===== config.mk =====
export PLATFORM = sky130hd
export DESIGN_NAME = qtcore_scan_loader
export DESIGN_NICKNAME = d
export VERILOG_FILES = /design/src/rtl/qtcore_loader_pkg.sv /design/src/rtl/qtcore_scan_serdes.sv /design/src/rtl/qtcore_scan_loader.sv
export SDC_FILE = /design/constraint.sdc
export NUM_CORES = 1
export LEC_CHECK = 0
export CAP_MARGIN = 20
export CORE_MARGIN = 2
export CORE_UTILIZATION = 47
export DETAILED_ROUTE_END_ITERATION = 16
export GPL_ROUTABILITY_DRIVEN = 0
export GPL_TIMING_DRIVEN = 0
export HOLD_SLACK_MARGIN = 0.15
export PLACE_DENSITY = 0.7
export RECOVER_POWER = 50
export SLEW_MARGIN = 30
export SYNTH_ARGS = -nofsm -noshare
export SYNTH_HDL_FRONTEND = slang
export SYNTH_HIERARCHICAL = 1
export SYNTH_SLANG_ARGS = --single-unit

===== constraint.sdc =====
create_clock -name clk -period 4.6 [get_ports clk]
set_clock_uncertainty 0.15 [all_clocks]
set_input_delay 0.69 -clock clk [delete_from_list [all_inputs] [get_ports clk]]
set_output_delay 0.69 -clock clk [all_outputs]
set_load 0.005 [all_outputs]

===== src/rtl/qtcore_loader_pkg.sv =====
// Shared definitions for the qtcore scan loader.
//
// Contents:
//   BYTE_W          width of one streamed scan byte
//   loader_state_t  control FSM states of the loader top
package qtcore_loader_pkg;

  localparam int BYTE_W = 8;

  typedef enum logic [2:0] {
    ST_IDLE,
    ST_FETCH,
    ST_SHIFT,
    ST_FLUSH,
    ST_RUN
  } loader_state_t;

endpackage


===== src/rtl/qtcore_scan_serdes.sv =====
// Byte-wide serialiser/deserialiser pair for the qtcore scan chain.
// A byte is loaded in parallel together with the number of its bits that
// belong to the chain (1..8). Each shift sends the current MSB out and
// takes one returned bit in at the LSB end.
//
// Ports:
//   clk, rst     system clock, synchronous active-high reset
//   i_load       load i_load_data / i_load_len, clear the capture register
//   i_load_data  outgoing byte, MSB goes out first
//   i_load_len   number of bits of this byte to shift (1..8)
//   i_shift      move one bit this cycle
//   i_ser_in     returned bit from the chain
//   o_ser_out    bit presented to the chain
//   o_last_bit   the bit being shifted now is the last one of the byte
//   o_capture    readback byte including this cycle's returned bit,
//                left aligned and zero padded
module qtcore_scan_serdes
  import qtcore_loader_pkg::*;
(
  input  logic              clk,
  input  logic              rst,
  input  logic              i_load,
  input  logic [BYTE_W-1:0] i_load_data,
  input  logic [3:0]        i_load_len,
  input  logic              i_shift,
  input  logic              i_ser_in,
  output logic              o_ser_out,
  output logic              o_last_bit,
  output logic [BYTE_W-1:0] o_capture
);

  logic [BYTE_W-1:0] r_tx;
  logic [BYTE_W-1:0] r_rx;
  logic [3:0]        r_cnt;
  logic [3:0]        r_len;
  logic [BYTE_W-1:0] w_rx_next;

  // Transmit and capture registers move together: one bit out of the top
  // of r_tx for every bit that enters the bottom of r_rx. A load restarts
  // both and remembers how many bits this byte carries.
  always_ff @(posedge clk) begin
    if (rst) begin
      r_tx  <= '0;
      r_rx  <= '0;
      r_cnt <= '0;
      r_len <= '0;
    end else if (i_load) begin
      r_tx  <= i_load_data;
      r_rx  <= '0;
      r_cnt <= i_load_len;
      r_len <= i_load_len;
    end else if (i_shift) begin
      r_tx  <= {r_tx[BYTE_W-2:0], 1'b0};
      r_rx  <= {r_rx[BYTE_W-2:0], i_ser_in};
      r_cnt <= r_cnt - 4'd1;
    end
  end

  // The capture output already contains the bit arriving this cycle, so the
  // top can latch a finished byte on the same edge that shifts its last bit.
  // A short final byte sits in the low bits and is moved up to the MSB end.
  always_comb begin
    w_rx_next  = {r_rx[BYTE_W-2:0], i_ser_in};
    o_capture  = w_rx_next << (4'(BYTE_W) - r_len);
    o_ser_out  = r_tx[BYTE_W-1];
    o_last_bit = (r_cnt == 4'd1);
  end

endmodule


===== src/rtl/qtcore_scan_loader.sv =====
// Host-side loader for the qtcore scan / processor-control interface.
// Streams CHAIN_LEN bits from a byte stream MSB-first into the chip scan
// chain while returning the bits shifted out as readback bytes, and can
// release the processor to run until it raises halt.
//
// Optional build macro: QTCORE_LOADER_TIMEOUT_EN
//   defined   -> a run is forcibly ended after RUN_TIMEOUT cycles without
//                halt, and timed_out records it
//   undefined -> a run waits for halt forever, timed_out is constant 0
//
// Ports:
//   clk, rst               system clock, synchronous active-high reset
//   start_load, start_run  one-cycle commands, honoured only when idle
//   in_data/in_valid/in_ready     scan byte input stream
//   out_data/out_valid/out_ready  readback byte output stream
//   scan_en_n, proc_en_n   active-low chip enables (never both low)
//   scan_dout, scan_din    chip scan_in / scan_out
//   halt_in                chip halt
//   busy, done, timed_out  status
module qtcore_scan_loader
  import qtcore_loader_pkg::*;
#(
  parameter int CHAIN_LEN   = 143,
  parameter int RUN_TIMEOUT = 65535
) (
  input  logic              clk,
  input  logic              rst,
  input  logic              start_load,
  input  logic              start_run,
  input  logic [BYTE_W-1:0] in_data,
  input  logic              in_valid,
  output logic              in_ready,
  output logic [BYTE_W-1:0] out_data,
  output logic              out_valid,
  input  logic              out_ready,
  output logic              scan_en_n,
  output logic              proc_en_n,
  output logic              scan_dout,
  input  logic              scan_din,
  input  logic              halt_in,
  output logic              busy,
  output logic              done,
  output logic              timed_out
);

  localparam int REM_W = $clog2(CHAIN_LEN + 1);

  loader_state_t     r_state;
  loader_state_t     w_next_state;
  logic [REM_W-1:0]  r_remaining;
  logic [REM_W-1:0]  w_rem_dec;
  logic [BYTE_W-1:0] r_out_data;
  logic              r_out_valid;
  logic              r_done;

  logic              w_run_accept;
  logic              w_fetch_hs;
  logic              w_last;
  logic              w_stall;
  logic              w_shift;
  logic              w_byte_done;
  logic              w_done_set;
  logic              w_timeout_hit;
  logic              w_timeout_set;
  logic [3:0]        w_byte_len;
  logic              w_ser_out;
  logic [BYTE_W-1:0] w_capture;

  qtcore_scan_serdes u_serdes (
    .clk         (clk),
    .rst         (rst),
    .i_load      (w_fetch_hs),
    .i_load_data (in_data),
    .i_load_len  (w_byte_len),
    .i_shift     (w_shift),
    .i_ser_in    (scan_din),
    .o_ser_out   (w_ser_out),
    .o_last_bit  (w_last),
    .o_capture   (w_capture)
  );

  // Datapath qualifiers. A byte may only finish when the readback holding
  // register is free or being emptied this very cycle; otherwise the chain
  // is frozen on that last bit so nothing is lost.
  always_comb begin
    w_run_accept = (r_state == ST_IDLE) && start_run && !start_load;
    w_fetch_hs   = (r_state == ST_FETCH) && in_valid;
    w_stall      = w_last && r_out_valid && !out_ready;
    w_shift      = (r_state == ST_SHIFT) && !w_stall;
    w_byte_done  = w_shift && w_last;
    w_rem_dec    = r_remaining - REM_W'(1);
    if (int'(r_remaining) >= BYTE_W) begin
      w_byte_len = 4'(BYTE_W);
    end else begin
      w_byte_len = 4'(r_remaining);
    end
  end

  // Next-state logic. Loads take priority over runs when both commands
  // arrive together; both end with a single done pulse on return to idle.
  always_comb begin
    w_next_state  = r_state;
    w_done_set    = 1'b0;
    w_timeout_set = 1'b0;
    case (r_state)
      ST_IDLE: begin
        if (start_load) begin
          w_next_state = ST_FETCH;
        end else if (w_run_accept) begin
          w_next_state = ST_RUN;
        end
      end
      ST_FETCH: begin
        if (in_valid) begin
          w_next_state = ST_SHIFT;
        end
      end
      ST_SHIFT: begin
        if (w_byte_done) begin
          w_next_state = (w_rem_dec == '0) ? ST_FLUSH : ST_FETCH;
        end
      end
      ST_FLUSH: begin
        if (!r_out_valid || out_ready) begin
          w_next_state = ST_IDLE;
          w_done_set   = 1'b1;
        end
      end
      ST_RUN: begin
        if (halt_in) begin
          w_next_state = ST_IDLE;
          w_done_set   = 1'b1;
        end else if (w_timeout_hit) begin
          w_next_state  = ST_IDLE;
          w_done_set    = 1'b1;
          w_timeout_set = 1'b1;
        end
      end
      default: begin
        w_next_state = ST_IDLE;
      end
    endcase
  end

  // State, remaining-bit counter and done pulse. The counter is loaded with
  // the full chain length when a load begins and only counts down on bits
  // that actually move, so it cannot wrap.
  always_ff @(posedge clk) begin
    if (rst) begin
      r_state     <= ST_IDLE;
      r_remaining <= '0;
      r_done      <= 1'b0;
    end else begin
      r_state <= w_next_state;
      r_done  <= w_done_set;
      if ((r_state == ST_IDLE) && start_load) begin
        r_remaining <= REM_W'(CHAIN_LEN);
      end else if (w_shift) begin
        r_remaining <= w_rem_dec;
      end
    end
  end

  // Readback holding register. A finished byte overwrites it (the stall
  // above guarantees the previous one was already taken); otherwise it
  // empties on the consumer handshake.
  always_ff @(posedge clk) begin
    if (rst) begin
      r_out_valid <= 1'b0;
      r_out_data  <= '0;
    end else if (w_byte_done) begin
      r_out_valid <= 1'b1;
      r_out_data  <= w_capture;
    end else if (r_out_valid && out_ready) begin
      r_out_valid <= 1'b0;
    end
  end

`ifdef QTCORE_LOADER_TIMEOUT_EN
  localparam int RUN_CNT_W = (RUN_TIMEOUT > 1) ? $clog2(RUN_TIMEOUT) : 1;

  logic [RUN_CNT_W-1:0] r_run_cnt;
  logic                 r_timed_out;

  // Run watchdog. The count restarts on every accepted run, and the last
  // permitted run cycle is the one where it equals RUN_TIMEOUT-1. The
  // sticky flag is cleared by the next accepted run.
  always_ff @(posedge clk) begin
    if (rst) begin
      r_run_cnt   <= '0;
      r_timed_out <= 1'b0;
    end else if (w_run_accept) begin
      r_run_cnt   <= '0;
      r_timed_out <= 1'b0;
    end else if (r_state == ST_RUN) begin
      r_run_cnt <= r_run_cnt + RUN_CNT_W'(1);
      if (w_timeout_set) begin
        r_timed_out <= 1'b1;
      end
    end
  end

  assign w_timeout_hit = (r_run_cnt == RUN_CNT_W'(RUN_TIMEOUT - 1));
  assign timed_out     = r_timed_out;
`else
  assign w_timeout_hit = 1'b0;
  assign timed_out     = 1'b0;
`endif

  // Chip-facing and status outputs are decoded from state so that a reset
  // drops both enables on the very next edge, and the two enables can never
  // be low together.
  always_comb begin
    in_ready  = (r_state == ST_FETCH);
    scan_en_n = !w_shift;
    scan_dout = w_shift ? w_ser_out : 1'b0;
    proc_en_n = (r_state != ST_RUN);
    busy      = (r_state != ST_IDLE);
    done      = r_done;
    out_valid = r_out_valid;
    out_data  = r_out_data;
  end

endmodule


Yosys cells after proc, flatten, opt, wreduce, memory -nomap -nowiden
Cells that the tools add are included.

cells by class
  $add $sub $neg = 3
  $mul = 0
  div/mod/pow operators = 0
  magnitude comparators = 1
  eq/ne operators = 11
  shifts and indexed selects = 1
  multiplexer cells = 21
  bitwise operators = 0
  reductions and logical operators = 24

operators by type and width
  cell                 number
  $mux 8               4
  $mux 3               6
  $pmux 3 s5           1
  $mux 4               3
  $logic_and 1x1->1    9
  $ge 8x4->1 const B   1
  $logic_not 8->1      1
  $ne 2x2->1 const B   4
  $shl 8x4->8          1
  $sub 8x1->8 const B  1
  $eq 3x2->1 const B   2
  $ne 3x3->1 const B   2
  $reduce_bool 2->1    3
  $logic_not 1->1      5
  $mux 1               5
  $reduce_and 5->1     1
  $eq 4x1->1 const B   1
  $reduce_or 2->1      2
  $sub 4x1->4 const B  1
  $sub 4x4->4 const A  1
  $eq 3x1->1 const B   1
  $eq 3x3->1 const B   1
  $logic_not 3->1      1
  $reduce_bool 3->1    1
  other kinds (3)      3

storage, ports and cells
  register bits = 44
  latch bits = 0
  memory bits (writable) = 0
  bits in read-only memories = 0
  input bits = 16
  output and inout port bits = 16
  logic and storage cells = 71
  memories kept = 0

Longest topological paths before layout
  word-level depth = 8
  gate-level depth with buffers = 10
  gate-level depth less buffers = 8

Cells and area by module
The synthesis kept the hierarchy.

by module, submodules not included
  module              times used  cells each  area an instance (um^2)  sequential area each (um^2)
  qtcore_scan_serdes  1           146         1315.0                   460.4
  qtcore_scan_loader  1           139         1107.3                   420.4

Worst setup path after synthesis
OpenSTA, ideal clock, no wires.

  path kind = flip-flop to flip-flop
  start = register r_state[1]
  end = register u_serdes.r_rx[0]
  setup time = 0.122 ns
  arrival = 2.091 ns
  data required time = 4.328 ns
  slack = 2.237 ns
  stages on the path, launching flop included = 9
  buffers on the path = 4
  clock period less this slack = 2.363 ns
  cells stage by stage = dfxtp_1 buf_4 or3b_4 a21oi_4 clkbuf_1 buf_2 buf_2 mux2i_1 nor2_1

on the way
  elaborated cells on any way between the ends = 5
  classes of those cells = eq/ne: 2; reduce/logical: 3

RTL lines
  what                      RTL line                   source
  start: declaration        qtcore_scan_loader.sv:48   loader_state_t r_state;
  start signal: assignment  qtcore_scan_loader.sv:154  r_state <= w_next_state;
  $eq 3x2->1                qtcore_scan_loader.sv:89   w_shift = (r_state == ST_SHIFT) && !w_stall;
  $logic_and 1x1->1         qtcore_scan_loader.sv:89
  net w_shift               qtcore_scan_loader.sv:60   logic w_shift;
  end signal: assignment    qtcore_scan_serdes.sv:54   r_rx <= {r_rx[BYTE_W-2:0], i_ser_in};
  end: declaration          qtcore_scan_serdes.sv:33   logic [BYTE_W-1:0] r_rx;

The timed path passes the listed nets, and every way through them passes these cells.
A chain may end at the register's enable or synchronous reset.

Final worst setup path
  start = input port out_ready
  end = output port scan_dout

on the way
  cells in the longest elaborated chain, start to end = 5

RTL lines
  what                RTL line                   source
  start: declaration  qtcore_scan_loader.sv:35   input logic out_ready,
  $logic_not 1->1     qtcore_scan_loader.sv:88   w_stall = w_last && r_out_valid && !out_ready;
  $logic_and 1x1->1   qtcore_scan_loader.sv:88
  $logic_not 1->1     qtcore_scan_loader.sv:89
  $logic_and 1x1->1   qtcore_scan_loader.sv:89
  net w_shift         qtcore_scan_loader.sv:60
  $mux 1              qtcore_scan_loader.sv:216  scan_dout = w_shift ? w_ser_out : 1'b0;
  end: declaration    qtcore_scan_loader.sv:38   output logic scan_dout,

The timed path passes the listed nets, and every way through them passes these cells.

==> summary.md <==
| Metric | Value |
|---|---|
| Post-CTS Hold Buffers | `0` |
| Via/cell ratio | `5.219` |
| Final Cycle Share | `84.84%` |
| Area grow syn2layout | `19.78%` |
| Setup Buffers After CTS | `0` |
| Tmin final | `3.902 ns` |
| Synth Area per Inst | `8.499 um2` |
| Worst-path cell chain | `dlygate4sd3_1, nor2b_1, a21oi_1, clkbuf_1, and2_1, clkdlybuf4s50_1` |
| CTS root buf | `clkbuf_8` |
| ANT cells | `0` |
| Clock Path Buffers | `2` |
| CP endpoint kind | `output port` |
| Die Wd | `75.79 um` |
| Post-cts resize count | `0` |
| Data required, critical path | `3.76 ns` |
| Vias in the first global route | `1813` |
| Congestion Overflow GR | `0` |
| Die Ht | `75.79 um` |
| Slew headroom | `48.83%` |
| Pwr Density | `362.1 nW/um2` |
| #FFs+latches synth | `44` |
| VDD IR max | `0.0001980 V` |
| Kind of critical path | `primary input to output port` |
| Max Cap Viol | `0` |
| Async set or reset register ratio after synthesis | `0%` |
| Hold_ws | `0.3023 ns` |
| ANT nets after route | `0` |
| Post-Syn Area | `2422 um2` |
| Aggregate negative setup slack | `0 ns` |
| Unrepaired setup endpoints after global routing | `no` |
| CP Launch Type | `primary input` |
| DIE AREA | `5744 um2` |
| Area of the core | `5042 um2` |
| Final HPWL DP | `3634 um` |
| HP Class | `flip-flop to flip-flop` |
| Share of cells above drive strength 1 | `about a tenth` |
| First-pass GRT wire length | `8010 um` |
| Initial core utilization | `48.04%` |
| Arrival @ worst endpoint | `3.06 ns` |
| Row Count | `26` |
| CTS tree | `done` |
| Setup-failing EPs final | `0` |
| CP max FO | `11` |
| Fmax | `256.2 MHz` |
| # fillers | `between 400 and 500` |
| Post-synthesis net count | `307` |
| # port buffers | `30` |
| TritonRoute pass-1 iters | `4` |
| Final Hold Viols | `0` |
| Clock Latency Late Sink | `about 0.30 ns` |
| Largest net degree at the start of global routing | `14` |
| H-tree depth | `2` |
| Post-synthesis sequential area ratio | `36.36%` |
| Wirelength, routed | `approximately 5000 um` |
| Placed insts | `385` |
| Post-synth EDFFs | `0` |
| Post-route DRC | `0` |
| CTS Buf Count | `5` |
| Yosys cell types | `52` |
| CTS clk-pin slew, worst paths | `0.08 ns` |
| Iter 0 DRT Violations | `113` |
| Ports placed on the boundary | `32` |
| Final core utilization | `57.54%` |
| Status | `complete, no violations` |
| Total GRT Usage | `18.20%` |
| Final max-slew violation count | `0` |
| Clock Sinks | `between 40 and 50` |
| Yosys warning count | `6` |
| Synth Instances | `285` |
| Wire length per cell | `12.69 um` |
| P_leak | `1.071 nW` |
| Final net count | `344` |
| Prevailing post-synth register cell | `dfxtp_1` |
| Initial antenna violation count | `0` |
| Slew @ Worst Pin | `0.7676 ns` |
| Non-filler cells, final | `between 300 and 400` |
| Slowest CP cell | `a21oi_1` |
| Crit-path max cell delay | `0.62 ns` |
| Routed via count | `around 2000` |
[metal layers]
metal	GRT usage [%]	share of wire, %	vias up
li1	-	-	1059
met1	24.03	49	954
met2	29.60	46	32
met3	3.968	3.2	6
met4	5.848	1.2	0
met5	0	0	-
[critical path: cells and delay by family]
family | cells | cell delay, ns
buf+inv | 3 | 1.47
compound gates | 1 | 0.62
simple gates | 2 | 0.27
[power breakdown]
part | switching (mW) | internal (mW) | leakage (nW) | total, mW
combinational | 0.173 | 0.138 | 0.659 | 0.311
clock | 0.135 | 0.161 | 0.0552 | 0.297
sequential | 0.0285 | 0.414 | 0.357 | 0.443
total | 0.337 | 0.713 | 1.07 | 1.05
[metrics by stage]
| stage | power (mW) | instance area, um2 | setup slack, ns |
|---|---|---|---|
| finish | 1.051 | 2902 | 0.6975 |
| floorplan | 0.6777 | 2422 | 2.237 |
| CTS | 1.065 | 2918 | 1.083 |
| detailed placement | 0.7674 | 2810 | 1.101 |
| global placement | 0.7620 | 2810 | 1.088 |
| global route | 1.114 | 2902 | 0.5826 |
[final timing paths]
path                                               start                             to  cells past startpoint  slack, ns
worst max-delay path                           out_ready                      scan_dout                      6       0.70
worst min-delay path            out_data[1]$_SDFFE_PP0P_       out_data[1]$_SDFFE_PP0P_                      2       0.30
worst max register to register   r_state[1]$_SDFFE_PP0P_  u_serdes/r_rx[4]$_SDFFE_PP0P_                      8       1.49
worst min register to register  out_data[1]$_SDFFE_PP0P_       out_data[1]$_SDFFE_PP0P_                      2       0.30
[cells in the mapped netlist (2+ instances only)]
master	number	share of area (%)
nand2b_1	3	0.77
nor3b_1	2	0.62
mux4_1	3	3.3
nor2b_1	2	0.52
a211o_1	3	1.1
nand3_1	10	2.1
a21oi_1	29	6.0
a211oi_1	5	1.5
o22ai_1	3	0.77
o21ai_0	4	0.83
and2_1	3	0.77
buf_2	3	0.62
xnor2_1	3	1.1
dfxtp_1	44	36
clkbuf_1	11	1.7
or4_4	3	1.4
mux2i_1	14	5.8
or3_1	3	0.77
buf_4	2	0.62
ha_1	6	3.1
nor3_1	5	1.0
nand2_1	35	5.4
a31oi_1	2	0.52
and2b_1	2	0.62
or2_2	3	0.77
nor4_1	2	0.52
xor2_1	6	2.2
mux2_2	8	3.7
nor2_1	31	4.8
inv_1	13	2.0
[cell families after synthesis]
logic type	count (synthesis)	synth area share [%]
flip-flops	44	36.36
buffers and inverters	31	5.682
adder cells (fa/ha/maj)	6	3.099
multiplexers	25	12.76
XOR/XNOR	10	3.926
AND/OR/NAND/NOR	112	23.45
other	1	0.1548
AO/OA/AOI/OAI	56	14.57
[sequential cells by signal, indices dropped and copies added, names as in the netlist]
signal / count
out_data: 8
r_remaining: 8
u_serdes/r_tx: 8
u_serdes/r_rx: 7
u_serdes/r_cnt: 4
u_serdes/r_len: 4
r_state: 3
done: 1
out_valid: 1
[placed cells by master (no fill, tap or decap), types with 2 or more instances in the layout]
cell type / netlist / routed
clkbuf_1: 11 / 12
dlygate4sd3_1: 0 / 14
and2_1: 3 / 2
nor3_1: 5 / 5
clkdlybuf4s50_1: 0 / 16
nor3b_1: 2 / 2
nand2_1: 35 / 35
inv_1: 13 / 13
or3_1: 3 / 3
ha_1: 6 / 6
buf_2: 3 / 3
nor2_1: 31 / 31
xnor2_1: 3 / 3
xor2_1: 6 / 6
clkbuf_8: 0 / 5
a211o_1: 3 / 3
o22ai_1: 3 / 3
or4_4: 3 / 2
mux4_1: 3 / 3
buf_4: 2 / 2
a211oi_1: 5 / 5
nor4_1: 2 / 2
o21ai_0: 4 / 4
mux2i_1: 14 / 14
nand2b_1: 3 / 3
or2_2: 3 / 3
nand3_1: 10 / 10
a31oi_1: 2 / 2
mux2_2: 8 / 8
dfxtp_1: 44 / 44
a21oi_1: 29 / 30
nor2b_1: 2 / 2
and2b_1: 2 / 2
[cell type report]
cell class	instances	area, um2	share of cell area [%]
Inverter	14	53.80	1.854
Buffer	17	82.58	2.846
Sequential cell	44	880.8	30.36
Clock inverter	2	35.03	1.207
Timing Repair Buffer	30	300.3	10.35
Tap cell	70	87.58	3.019
Clock buffer	6	72.57	2.501
Multi-Input combinational cell	210	1389	47.87
Power figures use the tool's default switching activity.
